<file path="src/rtl/fifo_arb_pkg.sv">
// Shared types and width helpers for the sync_fifo push-port arbiter.
package fifo_arb_pkg;

  typedef enum logic {ARB_IDLE, ARB_OWN} arb_state_t;

  function automatic int unsigned req_idx_w(input int unsigned n);
    return (n > 1) ? $clog2(n) : 1;
  endfunction

  function automatic int unsigned burst_w(input int unsigned m);
    return $clog2(m) + 1;
  endfunction

endpackage

</file>
<file path="src/rtl/fifo_rr_pick.sv">
// Rotate-priority encoder: first asserted req at or above start, wrapping modulo NUM_REQ.
module fifo_rr_pick #(
  parameter int unsigned NUM_REQ = 4,
  parameter int unsigned IDX_W   = 2
) (
  input  logic [NUM_REQ-1:0] req,
  input  logic [IDX_W-1:0]   start,
  output logic [IDX_W-1:0]   pick,
  output logic               any_req
);

  int unsigned      idx;
  logic [IDX_W-1:0] sel;

  always_comb begin
    pick    = '0;
    any_req = 1'b0;
    idx     = 0;
    sel     = '0;
    for (int unsigned i = 0; i < NUM_REQ; i++) begin
      idx = (32'(start) + i) % NUM_REQ;
      sel = IDX_W'(idx);
      if (!any_req && req[sel]) begin
        any_req = 1'b1;
        pick    = sel;
      end
    end
  end

endmodule

</file>
<file path="src/rtl/fifo_push_arbiter.sv">
// Round-robin burst arbiter sharing the sync_fifo push port between NUM_REQ producers.
module fifo_push_arbiter
  import fifo_arb_pkg::*;
#(
  parameter int unsigned NUM_REQ     = 4,
  parameter int unsigned DATA_LENGTH = 8,
  parameter int unsigned MAX_BURST   = 4
) (
  input  logic                              clk,
  input  logic                              reset,
  input  logic [NUM_REQ-1:0]                req,
  input  logic [NUM_REQ*DATA_LENGTH-1:0]    req_data,
  input  logic                              fifo_full,
  output logic                              fifo_push,
  output logic [DATA_LENGTH-1:0]            fifo_data,
  output logic [NUM_REQ-1:0]                ack,
  output logic [req_idx_w(NUM_REQ)-1:0]     grant_id,
  output logic                              busy
);

  localparam int unsigned          REQ_IDX_W = req_idx_w(NUM_REQ);
  localparam int unsigned          BURST_W   = burst_w(MAX_BURST);
  localparam logic [REQ_IDX_W-1:0] LAST_IDX  = REQ_IDX_W'(NUM_REQ - 1);
  localparam logic [BURST_W-1:0]   LIMIT     = BURST_W'(MAX_BURST - 1);

  arb_state_t           state, state_nxt;
  logic [REQ_IDX_W-1:0] grant_nxt, last_winner, last_nxt;
  logic [REQ_IDX_W-1:0] base, start, pick;
  logic [BURST_W-1:0]   burst_cnt, burst_nxt;
  logic                 any_req, owner_req, rel;

  // One picker serves both idle arbitration and release re-arbitration:
  // while owning, last_winner tracks grant_id, so the owner is always scanned last.
  assign base  = (state == ARB_OWN) ? grant_id : last_winner;
  assign start = (base == LAST_IDX) ? '0 : base + 1'b1;

  fifo_rr_pick #(
    .NUM_REQ (NUM_REQ),
    .IDX_W   (REQ_IDX_W)
  ) u_pick (
    .req     (req),
    .start   (start),
    .pick    (pick),
    .any_req (any_req)
  );

  assign owner_req = req[grant_id];
  assign busy      = (state == ARB_OWN);
  assign fifo_push = busy & owner_req & ~fifo_full;
  assign fifo_data = req_data[grant_id*DATA_LENGTH +: DATA_LENGTH];
  assign ack       = NUM_REQ'(fifo_push) << grant_id;
  assign rel       = ~owner_req | (fifo_push & (burst_cnt == LIMIT));

  always_comb begin
    state_nxt = state;
    grant_nxt = grant_id;
    last_nxt  = last_winner;
    burst_nxt = burst_cnt;
    case (state)
      ARB_IDLE: begin
        if (any_req) begin
          state_nxt = ARB_OWN;
          grant_nxt = pick;
          last_nxt  = pick;
          burst_nxt = '0;
        end
      end
      ARB_OWN: begin
        // A dropped owner req is absent from the vector, so any_req covers only the others.
        if (rel) begin
          burst_nxt = '0;
          if (any_req) begin
            grant_nxt = pick;
            last_nxt  = pick;
          end else begin
            state_nxt = ARB_IDLE;
          end
        end else if (fifo_push) begin
          burst_nxt = burst_cnt + 1'b1;
        end
      end
    endcase
  end

  always_ff @(posedge clk or negedge reset) begin
    if (!reset) begin
      state       <= ARB_IDLE;
      grant_id    <= '0;
      burst_cnt   <= '0;
      last_winner <= LAST_IDX;
    end else begin
      state       <= state_nxt;
      grant_id    <= grant_nxt;
      burst_cnt   <= burst_nxt;
      last_winner <= last_nxt;
    end
  end

endmodule

</file>
<file path="config.mk">
export PLATFORM = sky130hd
export DESIGN_NAME = fifo_push_arbiter
export DESIGN_NICKNAME = d
export VERILOG_FILES = /design/src/rtl/fifo_arb_pkg.sv /design/src/rtl/fifo_rr_pick.sv /design/src/rtl/fifo_push_arbiter.sv
export SDC_FILE = /design/constraint.sdc
export NUM_CORES = 1
export LEC_CHECK = 0
export ABC_CLOCK_PERIOD_IN_PS = 1600
export BUFFER_PORTS_ARGS = -buffer_cell sky130_fd_sc_hd__clkbuf_2
export CORE_ASPECT_RATIO = 1.4
export CORE_MARGIN = 10
export CORE_UTILIZATION = 36
export DETAILED_ROUTE_END_ITERATION = 16
export PLACE_DENSITY = 0.81
export SLEW_MARGIN = 40
export SYNTH_ARGS = -nofsm -noshare
export SYNTH_HDL_FRONTEND = slang
export SYNTH_SLANG_ARGS = --single-unit
</file>
<file path="constraint.sdc">
create_clock -name clk -period 1.6 [get_ports clk]
set_input_delay 0.48 -clock clk [delete_from_list [all_inputs] [get_ports clk]]
set_output_delay 0.48 -clock clk [all_outputs]
set_load 0.02 [all_outputs]
</file>
# After elaboration in Yosys (flattened, before gate mapping)

Cells that the tools add are included.

$add $sub $neg: 5
Magnitude comparators: 5
Equal/unequal tests: 5
Shift-type cells: 2
Mux-type cells: 33
Bitwise logic cells: 7
Reduce and logical (&&, ||, !) cells: 7

Operators by type and width:

| cell                                                       | count |
|---|---|
| variable part select 32 x 6 -> 8 bit                       | 1 |
| 2-to-1 mux 2 bit                                           | 10 |
| less-than comparator 2 x 3 -> 1 bit, second input constant | 5 |
| 2-to-1 mux 1 bit                                           | 11 |
| binary-select mux 1 bit (select 2 bit)                     | 5 |
| 2-to-1 mux 3 bit                                           | 3 |
| one-hot mux 2 bit (2 select lines)                         | 2 |
| one-hot mux 3 bit (2 select lines)                         | 1 |
| adder 2 x 1 -> 2 bit, second input constant                | 2 |
| adder 2 bit, second input constant                         | 2 |
| left shift 1 x 2 -> 4 bit                                  | 1 |
| adder 3 x 1 -> 3 bit, second input constant                | 1 |
| AND 1 bit                                                  | 3 |
| == test 3 x 2 -> 1 bit, second input constant              | 1 |
| logical AND 1 bit                                          | 3 |
| logical NOT 1 bit                                          | 3 |
| inequality test 3 x 2 -> 1 bit, second input constant      | 1 |
| NOT 1 bit                                                  | 3 |
| == test 2 bit, second input constant                       | 1 |
| inequality test 2 x 1 -> 1 bit, second input constant      | 1 |
| inequality test 2 bit, second input constant               | 1 |
| one-hot mux 1 bit (2 select lines)                         | 1 |
| AND reduction 2 bit                                        | 1 |
| OR 1 bit                                                   | 1 |

Register bits after elaboration: 8
Input bits: 39
Output and inout port bits: 16
Word-level logic and storage cells: 68

# Longest topological paths before layout

Depth after elaboration: 18
Depth in mapped cells: 5
Depth with buffers taken out: 5

# Modules after synthesis

Synthesis repeated with hierarchy kept, for this count alone.

Cells, all modules: 68
Area, all modules: 752.0 um2

By module, submodules not included:

| module            | times used | cells each | area an instance (um2) | sequential area each (um2) |
|---|---|---|---|---|
| fifo_push_arbiter | 1          | 53         | 674.4                  | 202.7 |
| fifo_rr_pick      | 1          | 15         | 77.6                   | 0.0 |

# Worst setup path after synthesis

OpenSTA, ideal clock, no wires.

Path kind: reg-to-output
From: register grant_id[0]
To: output ack[3]
Arrival time: 1721 ps
Required time: 1120 ps
Slack: -601 ps
Stages on the path, launching flop included: 5
Path buffers: 2
Cells stage by stage: dfrtp_1 buf_6 buf_2 inv_1 nor4b_1

Word-level cells in the longest chain between the ends: 5

RTL lines:

| what                                   | line                    | RTL |
|---|---|---|
| start, declared                        | fifo_push_arbiter.sv:17 | `output logic [req_idx_w(NUM_REQ)-1:0] grant_id,` |
| start signal, assigned                 | fifo_push_arbiter.sv:93 | `grant_id <= grant_nxt;` |
| binary-select mux 1 bit (select 2 bit) | fifo_push_arbiter.sv:47 | `assign owner_req = req[grant_id];` |
| 2-to-1 mux 1 bit (implied by the code) | fifo_push_arbiter.sv:47 |  |
| AND 1 bit (2 in a row)                 | fifo_push_arbiter.sv:49 | `assign fifo_push = busy & owner_req & ~fifo_full;` |
| left shift 1 x 2 -> 4 bit *            | fifo_push_arbiter.sv:51 | `assign ack = NUM_REQ'(fifo_push) << grant_id;` |
| end, declared                          | fifo_push_arbiter.sv:16 | `output logic [NUM_REQ-1:0] ack,` |

Mark *: on every way between the ends. The rest lies on a longest branch, timed or not. The select of a mux whose other input is x is not followed.

# Worst setup path in the final report

From: register grant_id[0]
To: output fifo_push

Word-level cells in the longest chain between the ends: 4

RTL lines:

| what                                   | line                    | RTL |
|---|---|---|
| binary-select mux 1 bit (select 2 bit) | fifo_push_arbiter.sv:47 |  |
| 2-to-1 mux 1 bit (implied by the code) | fifo_push_arbiter.sv:47 |  |
| AND 1 bit (2 in a row)                 | fifo_push_arbiter.sv:49 |  |
| end, declared                          | fifo_push_arbiter.sv:14 | `output logic fifo_push,` |

Every way passes these cells. The select of a mux whose other input is x is not followed.

==> out/results.tsv <==
metric	value	unit
status	complete, but fails checks	
failing checks	negative setup slack	
post-synthesis xor/xnor area fraction	0	%
CTS tree	built	
Yosys warnings	0	
top-level I/O count	55	
largest family of logic cells by synthesized area	multiplexers	
cells after synthesis	70	
total clock sinks	8	
mux contribution to synthesized area	37.4	%
Rows	19	
Core Area	2000	µm²
drt wl/cell	18.5	µm
fmax	488	MHz
NumNets Final	184	
clock-pin slew on the worst setup and hold paths	0.07	ns
H-tree depth	1	
Max-Slew Margin vs Limit	84.5	%
unrepaired setup endpoints after global routing	true	
Clk Latency, worst-skew pair	0.26	ns
setup violators final	21	
dpl ws	-0.225	ns
most frequent cells in the layout	clkbuf_2 (48), buf_4 (15), inv_1 (9), mux4_2 (8), clkbuf_8 (5)	
post-synthesis compound-gate area fraction	13.2	%
Pwr per Cell Area	1700	nW/µm²
die height	74.6	µm
maximum number of pins on one net before global-route repair	9	
dominant synthesized flop cell	dfrtp_1	
Slew @ Worst Pin	0.226	ns
Post-Route WL	3010	µm
final worst setup slack	-0.448	ns
Worst path top cell family by delay	flip-flops	
gpl congestion	0.834	
startpoint types	register	
Max stage delay on crit path	0.44	ns
max_cap viols	0	
DR vias/cell	5.54	
Final Hold Slack	0.0551	ns
most common cell after layout, fill and taps aside	clkbuf_2	
Util after Layout	69.9	%
crit share post-route	128	%
initial antenna violation count	0	
P&R area growth vs syn	82.1	%
vias in the first global route	1002	
Hold Buf Count CTS	0	
adder-cell area share of the yosys netlist	3.26	%
Iter 0 DRT Violations	11	
Leakage	0.000693	µW
crit path capture type	output pin	
first-pass GRT wire length	4560	µm
antenna fix cells	0	
max-slew violations	0	
clk_skew	0.0188	ns
DIE WIDTH	59.0	µm
Clk Tree Root Cell	clkbuf_4	
Die Area	4400	µm²
Distinct cells, synth	30	
Design Area, Final	1400	µm²
detailed-route DRC error count	0	
slowest CP cell	dfrtp_2	
GRT overflow	0	
crit path max fanout	4	
Synth Area in Simple Gates	12.7	%
Starting Density	38.4	%
via count	903	
antenna-violating nets left	0	
maximum VDD drop	0.00107	V
Worst EP required	1.12	ns
Post-Syn Area per Cell	11.0	µm²
flops & latches, synth	8	
crit path kind	register to output pin	
clock buffer depth	2	
Tot GR Track Use	12.8	%
crit path DAT	1.57	ns
Mapped Area	767	µm²
I/O Buffers	54	
critical-path cell list	buf_4 > mux2_4 > o2bb2ai_4 > nor2b_4 > clkbuf_8	
TritonCTS buffer count	3	
Overall Power	2380	µW
post-synthesis async set-or-reset flop share	100	%
hpwl dp	2570	µm
fin crit period	2.05	ns
Reg2Reg Setup Slack	-0.22	ns
buffers plus inverters on the worst setup path	2	
share of cells above drive strength 1	73.9	%
Post-synth EDFFs	0	
total nets after synthesis	111	
Hold Crit Class	input port to asynchronous set/reset pin	
share of the yosys chip area belonging to registers	26.4	%
Detailed Routing Iterations Pass 1	4	
final hold viol count	0	
DP Area	1250	µm²
## power breakdown
| part | switching [µW] | total, µW | internal [µW] |
|---|---|---|---|
| sequential | 64.6 | 368 | 304 |
| clock | 72.3 | 168 | 95.4 |
| combinational | 913 | 1840 | 927 |
## layout make-up
type,instances,area (µm²)
inverters,9,33.8
multi-input cells,50,648
well taps,21,26.3
fillers,147,601
flip-flops and latches,8,206
clock buffers,4,26.3
repair buffers,71,455
## cells by family (layout without fill, tap and decap cells)
logic type	Yosys count	after routing
and+or+nand+nor	18	18
muxes	17	17
AOI/OAI and AO/OA	13	13
buffers and inverters	12	84
DFF	8	8
adders and majority gates	2	2
## synthesized netlist by cell type, types with 2 or more instances
| master | number | area share [%] |
|---|---|---|
| inv_1 | 9 | 4.4 |
| mux4_2 | 8 | 23 |
| o22ai_1 | 3 | 2.4 |
| ha_1 | 2 | 3.3 |
| nand2_1 | 4 | 2.0 |
| mux2i_1 | 5 | 6.5 |
| a21oi_1 | 2 | 1.3 |
| nor4_1 | 2 | 1.6 |
| nor4b_1 | 2 | 2.3 |
| nor2_1 | 4 | 2.0 |
| dfstp_2 | 2 | 6.9 |
| mux2_4 | 3 | 5.9 |
| dfrtp_1 | 6 | 20 |
| nor2b_1 | 2 | 1.6 |
## worst paths after layout
check                                           start                          to  cells after the start
setup / recovery              grant_id[0]$_DFFE_PN0P_                   fifo_push                      5
hold / removal                                  reset              busy$_DFF_PN0_                      1
setup reg to reg              grant_id[0]$_DFFE_PN0P_     grant_id[1]$_DFFE_PN0P_                      7
hold reg to reg            last_winner[0]$_DFFE_PN1P_  last_winner[0]$_DFFE_PN1P_                      2
max in group asynchronous                       reset  last_winner[0]$_DFFE_PN1P_                      1
min in group clk           last_winner[0]$_DFFE_PN1P_  last_winner[0]$_DFFE_PN1P_                      2
## repair_timing
action                                  4_1_cts  5_1_grt
pin swaps                                     4        4
setup buffers                                 0        1
resized for setup                            19        7
endpoints found under the setup margin       21       21
## state kept, by name (all words and copies together), names as in the netlist
signal       flops
grant_id         2
last_winner      2
burst_cnt        3
busy             1
## layer usage
layer  wire length, µm  up-vias  global-route usage, %
li1                  -      415                      -
met1               954      427                   11.4
met2              1580       57                   24.1
met3               435        4                   7.07
met4                40        0                   3.58
met5                 0        -                      0
## through the flow
stage | TNS [ns] | instances
floorplan | -1.41 | 70
global placement | -2.33 | 158
detailed placement | -2.65 | 158
CTS | -6.15 | 162
global route | -7.70 | 163
finish | -6.31 | 163
(Power assumes the default switching activity.)
